`src/rtl/sap_pkg.sv`:
```
// rtl/sap_pkg.sv - shared opcode, control-word and T-state constants for the SAP datapath
package sap_pkg;

    localparam int OPW_DEF = 4;

    localparam logic [3:0] OP_LDA = 4'b0000;
    localparam logic [3:0] OP_ADD = 4'b0001;
    localparam logic [3:0] OP_SUB = 4'b0010;
    localparam logic [3:0] OP_OUT = 4'b1110;
    localparam logic [3:0] OP_HLT = 4'b1111;

    localparam int CW_W  = 12;
    localparam int CW_CP = 11;
    localparam int CW_EP = 10;
    localparam int CW_WA = 9;
    localparam int CW_CE = 8;
    localparam int CW_LI = 7;
    localparam int CW_EI = 6;
    localparam int CW_LA = 5;
    localparam int CW_EA = 4;
    localparam int CW_SU = 3;
    localparam int CW_EU = 2;
    localparam int CW_LB = 1;
    localparam int CW_LO = 0;

    localparam int TS_W = 6;
    localparam int T1 = 0;
    localparam int T2 = 1;
    localparam int T3 = 2;
    localparam int T4 = 3;
    localparam int T5 = 4;
    localparam int T6 = 5;

endpackage

```
`src/rtl/sap_ctrl_seq_if.sv`:
```
// rtl/sap_ctrl_seq_if.sv - opcode in, control word and ring state out
interface sap_ctrl_seq_if #(
    parameter int OPW = 4
);
    import sap_pkg::*;

    logic [OPW-1:0]  opcode;
    logic [CW_W-1:0] cw;
    logic [TS_W-1:0] tstate;
    logic            halt;

    modport master (
        output opcode,
        input  cw,
        input  tstate,
        input  halt
    );

    modport slave (
        input  opcode,
        output cw,
        output tstate,
        output halt
    );
endinterface

```
`src/rtl/sap_ctrl_seq_ring.sv`:
```
// rtl/sap_ctrl_seq_ring.sv - six-state one-hot ring counter with clear, hold and restart
module sap_ring_counter
    import sap_pkg::*;
(
    input  logic            clk,
    input  logic            clr,
    input  logic            hold,
    input  logic            restart,
    output logic [TS_W-1:0] tstate
);

    logic [TS_W-1:0] ring_q;
    logic [TS_W-1:0] ring_d;

    // Next ring value: hold freezes, restart jumps to T1, otherwise rotate (T6 wraps to T1)
    always_comb begin
        ring_d = {ring_q[TS_W-2:0], ring_q[TS_W-1]};
        if (hold) begin
            ring_d = ring_q;
        end else if (restart) begin
            ring_d = TS_W'(1);
        end
    end

    // Ring register; clear overrides hold and restart
    always_ff @(posedge clk) begin
        if (clr) begin
            ring_q <= TS_W'(1);
        end else begin
            ring_q <= ring_d;
        end
    end

    assign tstate = ring_q;

endmodule

```
`src/rtl/sap_ctrl_seq.sv`:
```
// rtl/sap_ctrl_seq.sv - T-state sequencer and opcode decoder producing the datapath control word
module sap_ctrl_seq
    import sap_pkg::*;
#(
    parameter bit SKIP_IDLE = 1'b0,
    parameter int OPW       = 4
)(
    input  logic         clk,
    input  logic         clr,
    sap_ctrl_seq_if.slave bus
);

    localparam logic [OPW-1:0] L_LDA = OPW'(OP_LDA);
    localparam logic [OPW-1:0] L_ADD = OPW'(OP_ADD);
    localparam logic [OPW-1:0] L_SUB = OPW'(OP_SUB);
    localparam logic [OPW-1:0] L_OUT = OPW'(OP_OUT);
    localparam logic [OPW-1:0] L_HLT = OPW'(OP_HLT);

    logic [TS_W-1:0] tstate;
    logic            halt_q;
    logic            halt_d;
    logic            hold;
    logic            restart;
    logic            is_lda, is_add, is_sub, is_out, is_hlt, is_nop;
    logic [CW_W-1:0] cw;

    assign is_lda = (bus.opcode == L_LDA);
    assign is_add = (bus.opcode == L_ADD);
    assign is_sub = (bus.opcode == L_SUB);
    assign is_out = (bus.opcode == L_OUT);
    assign is_hlt = (bus.opcode == L_HLT);
    assign is_nop = !(is_lda || is_add || is_sub || is_out || is_hlt);

    sap_ring_counter u_ring (
        .clk     (clk),
        .clr     (clr),
        .hold    (hold),
        .restart (restart),
        .tstate  (tstate)
    );

    // Freeze the ring once halted, and on the edge that enters halt from T4
    always_comb begin
        hold    = halt_q || (tstate[T4] && is_hlt);
        restart = 1'b0;
        if (SKIP_IDLE) begin
            restart = (tstate[T3] && is_nop) ||
                      (tstate[T4] && is_out) ||
                      (tstate[T5] && is_lda) ||
                      (tstate[T6] && (is_add || is_sub));
        end
        halt_d = halt_q || (tstate[T4] && is_hlt);
    end

    // Halt flag; only clr leaves the halted state
    always_ff @(posedge clk) begin
        if (clr) begin
            halt_q <= 1'b0;
        end else begin
            halt_q <= halt_d;
        end
    end

    // Control-word decode from ring state and opcode; forced idle during clr or halt
    always_comb begin
        cw = '0;
        if (!clr && !halt_q) begin
            if (tstate[T1]) begin
                cw[CW_EP] = 1'b1;
                cw[CW_WA] = 1'b1;
            end
            if (tstate[T2]) begin
                cw[CW_CP] = 1'b1;
            end
            if (tstate[T3]) begin
                cw[CW_CE] = 1'b1;
                cw[CW_LI] = 1'b1;
            end
            if (tstate[T4]) begin
                if (is_lda || is_add || is_sub) begin
                    cw[CW_EI] = 1'b1;
                    cw[CW_WA] = 1'b1;
                end else if (is_out) begin
                    cw[CW_EA] = 1'b1;
                    cw[CW_LO] = 1'b1;
                end
            end
            if (tstate[T5]) begin
                if (is_lda) begin
                    cw[CW_CE] = 1'b1;
                    cw[CW_LA] = 1'b1;
                end else if (is_add || is_sub) begin
                    cw[CW_CE] = 1'b1;
                    cw[CW_LB] = 1'b1;
                end
            end
            if (tstate[T6] && (is_add || is_sub)) begin
                cw[CW_LA] = 1'b1;
                cw[CW_EU] = 1'b1;
                cw[CW_SU] = is_sub;
            end
        end
    end

    assign bus.cw     = cw;
    assign bus.tstate = tstate;
    assign bus.halt   = halt_q;

    // Ring must stay one-hot and at most one bus driver may be enabled
    a_onehot: assert property (@(posedge clk) disable iff (clr) $onehot(tstate));
    a_one_driver: assert property (@(posedge clk)
        $onehot0({cw[CW_EP], cw[CW_CE], cw[CW_EI], cw[CW_EA], cw[CW_EU]}));

endmodule

```
`src/flat_wrapper.sv`:
```
// flat-port wrapper written by rule: the top's interface ports become plain ports
module sap_ctrl_seq_flat import sap_pkg::*;
#(
    parameter bit SKIP_IDLE = 1'b0,
    parameter int OPW       = 4
)
  (clk, clr, bus_opcode, bus_cw, bus_tstate, bus_halt);
  sap_ctrl_seq_if #(.OPW(OPW)) bus_i ();
  input  logic clk;
  input  logic clr;
  input wire logic [$bits(bus_i.opcode)-1:0] bus_opcode;
  output wire logic [$bits(bus_i.cw)-1:0] bus_cw;
  output wire logic [$bits(bus_i.tstate)-1:0] bus_tstate;
  output wire logic [$bits(bus_i.halt)-1:0] bus_halt;
  assign bus_i.opcode = bus_opcode;
  assign bus_cw = bus_i.cw;
  assign bus_tstate = bus_i.tstate;
  assign bus_halt = bus_i.halt;
  sap_ctrl_seq #(.SKIP_IDLE(SKIP_IDLE), .OPW(OPW)) u_core (.clk(clk), .clr(clr), .bus(bus_i));
endmodule
```
`config.mk`:
```
export PLATFORM = sky130hd
export DESIGN_NAME = sap_ctrl_seq_flat
export DESIGN_NICKNAME = d
export VERILOG_FILES = /design/src/rtl/sap_pkg.sv /design/src/rtl/sap_ctrl_seq_if.sv /design/src/rtl/sap_ctrl_seq_ring.sv /design/src/rtl/sap_ctrl_seq.sv /design/src/flat_wrapper.sv
export SDC_FILE = /design/constraint.sdc
export NUM_CORES = 1
export LEC_CHECK = 0
export CAP_MARGIN = 40
export CORE_UTILIZATION = 29
export DETAILED_ROUTE_END_ITERATION = 7
export GPL_TIMING_DRIVEN = 0
export MAX_ROUTING_LAYER = met4
export PLACE_DENSITY = 0.7
export RECOVER_POWER = 50
export SYNTH_ARGS = -nofsm -noshare
export SYNTH_HDL_FRONTEND = slang
export SYNTH_HIERARCHICAL = 1
export SYNTH_SLANG_ARGS = --single-unit
```
`constraint.sdc`:
```
create_clock -name clk -period 1.3 [get_ports clk]
set_input_delay 0.195 -clock clk [delete_from_list [all_inputs] [get_ports clk]]
set_output_delay 0.195 -clock clk [all_outputs]
set_load 0.02 [all_outputs]
```
==> summary.txt <==
Most frequent cells after synthesis -> 7 x dfxtp_1, 7 x nand2_1, 6 x inv_1, 5 x o32ai_1, 4 x and2_1
Vias in the first global route -> 424
Min Tclk post-route -> 1.454 ns
Post-Place Worst Slack -> -0.9862 ns
Family with the most delay on the worst path -> buffers and inverters
Syn Inst Count -> 53
GP Congestion -> 0.7298
Total gr overflow -> 0
Clk root buf -> clkbuf_4
Worst EP required -> 1.11 ns
1st-pass router iterations -> 4
Setup ws final -> -0.1537 ns
Max-cap violation count -> 0
Seq/Total Area, Yosys -> 32.75%
Peak supply drop -> 0.0003746 V
Top Layer Used -> met4
Int Pwr -> 0.3748 mW
First-pass GRT wire length -> 1800 um
Critical path class -> in -> out
CTS max path bufs -> 2
Clock Power Share -> 38.6%
Core Region -> 1334 um2
Synth top area share -> 32.75%
# IOs -> 25
Avg Cell Area, Syn -> 8.074 um2
Fin. max-slew vios -> 0
Remaining DRCs -> 0
Routed metal-1 wire length -> 486 um
Synthesized cell area -> 427.9 um2
Area delta synth->final -> 74.56%
Fin. Hold Viols -> 0
Max Freq -> 687.9 MHz
Status -> finished with violations
Ys async rst share -> 0%
Yosys warns -> 6
Met2 routed WL -> 533 um
Final Setup Violations -> 9
Reg power frac -> 43.0%
Top FF cell, synth -> dfxtp_1
Area leader, netlist -> dfxtp_1
Worst Path Max Fanout -> 3
CTS Buf Count -> 3
Avg WL per Cell -> 11.74 um
Power per cell area -> 683.2 nW/um2
CTS tree -> built
Final antenna-violating net count -> 0
Final wirelength -> 1162 um
Met3 routed WL -> 131 um
Worst hold slack -> 0.2355 ns
CP Capture Type -> output port
RSZ-0062 raised after global routing -> true
Slowest-stage cell, CP -> nor4_4
CP arrival -> 1.26 ns
Final net count -> 91
Comb power frac -> 18.5%
Input/output buffers -> 24
Largest net degree at the start of global routing -> 11
Switching pwr -> 0.1355 mW
LEAKAGE -> 0.3443 nW
Via count -> 483
Number of fill cells -> 141
DR iter-0 viols -> 8
Fin crit share -> 111.8%
DP HPWL -> 854 um
Crit start category -> input pin
Die Span X -> 40.41 um
Rows -> 13
Sw Share -> 26.56%
Power, Total -> 0.5103 mW
Full die area -> 1633 um2
Initial core utilization -> 32.08%
Layout cells sized above 1 -> 41.67%
Post-synth EDFFs -> 0
Failing checks -> negative setup slack
H-tree levels -> 1
Tot GR Track Use -> 17.54%
Die Ht -> 40.41 um
Hold_buf cts -> 0
Worst Hold Class -> in -> reg
CP max stage delay -> 0.33 ns
Seq cells post-synth -> 7
Clk pin slew, worst setup/hold paths -> 0.05 ns
Crit path buf inv count -> 3
Synth top area cells -> dfxtp_1 33%, o32ai_1 10%, nand2_1 6.1%, and2_1 5.8%, inv_1 5.3%
Antenna cells -> 0
Antenna violations before repair -> 0
Worst Clk Skew -> 0.001581 ns
Vias/cell -> 4.879
Crit path cell chain -> dlygate4sd2_1, nor4_4, buf_4, and3b_1, buf_6
Sinks on Clock Net -> 7
Count of cell types in the netlist -> 26
Skew-Pair Late Insertion Delay -> 0.25 ns
==> state kept, by name, summed over array words and instances, names as in the netlist <==
register,count
u_core/bus.halt,1
u_core/u_ring/tstate,6
==> power groups by stage <==
stage	combinational, mW	clock, mW	sequential [mW]
floorplan	0.0423	0	0.233
global placement	0.0991	0	0.228
detailed placement	0.0992	0	0.228
CTS	0.0938	0.207	0.219
global route	0.102	0.221	0.219
finish	0.0943	0.197	0.219
==> metal layers <==
layer | up-vias | GRT usage (%)
met5 | - | -
met4 | 0 | 10.00
met3 | 2 | 5.000
met2 | 23 | 28.57
met1 | 214 | 18.81
li1 | 244 | -
==> per-stage QoR <==
step | utilization, % | instances | cell area, um2 | setup TNS, ns
floorplan | - | 54 | 462.9 | -0.05597
global placement | 54.13 | 93 | 721.9 | -11.24
detailed placement | 54.13 | 93 | 721.9 | -11.43
CTS | 55.72 | 99 | 743.2 | -2.086
global route | 56.00 | 99 | 747.0 | -1.984
finish | 56.00 | 99 | 747.0 | -0.9955
==> what timing repair did <==
action | in CTS | in global routing
resized for setup | 80 | 8
endpoints found under the setup margin | 25 | 18
gates cloned | 0 | 0
setup buffers | 2 | 0
pin swaps | 3 | 4
==> final timing paths <==
check / startpoint / end / slack [ns] / depth (start not counted)
setup / recovery: bus_opcode[3] / bus_cw[1] / -0.15 / 5
hold reg to reg: u_core/u_ring/tstate[2] / u_core/u_ring/tstate[3] / 0.50 / 2
setup reg to reg: u_core/u_ring/tstate[3] / u_core/u_ring/tstate[3] / 0.09 / 5
hold / removal: clr / u_core/bus.halt / 0.24 / 2
==> placed cells by master, fill, tap and decap left out, types with 2 or more instances in the layout <==
master          n
and2_1          2
and2_4          2
buf_4           9
buf_6           5
clkbuf_2        3
clkbuf_4        3
conb_1          2
dfxtp_1         4
dfxtp_4         2
dlygate4sd2_1  11
inv_1           6
nand2_1         6
nor2_1          2
nor4_4          2
o32ai_1         5
or2_4           2
==> cell families (layout without fill, tap and decap cells) <==
| logic type | count (synthesis) | in the layout | share of synthesized area [%] |
|---|---|---|---|
| flip-flops | 7 | 7 | 32.75 |
| XOR/XNOR | 1 | 1 | 2.047 |
| other | 1 | 2 | 0.8764 |
| AO/OA/AOI/OAI | 9 | 9 | 17.54 |
| multiplexers | 1 | 1 | 2.339 |
| buffers and inverters | 9 | 39 | 9.063 |
| AND/OR/NAND/NOR | 25 | 25 | 35.38 |
==> cell type report <==
class	instances	area (um2)	area share, %
inverter	6	22.52	3.015
multi-input combinational	38	290.3	38.86
sequential	7	148.9	19.93
buffer	3	17.52	2.345
tap	15	18.77	2.513
clock buffer	4	26.28	3.518
timing repair buffer	26	222.7	29.82
(Power assumes the default switching activity.)
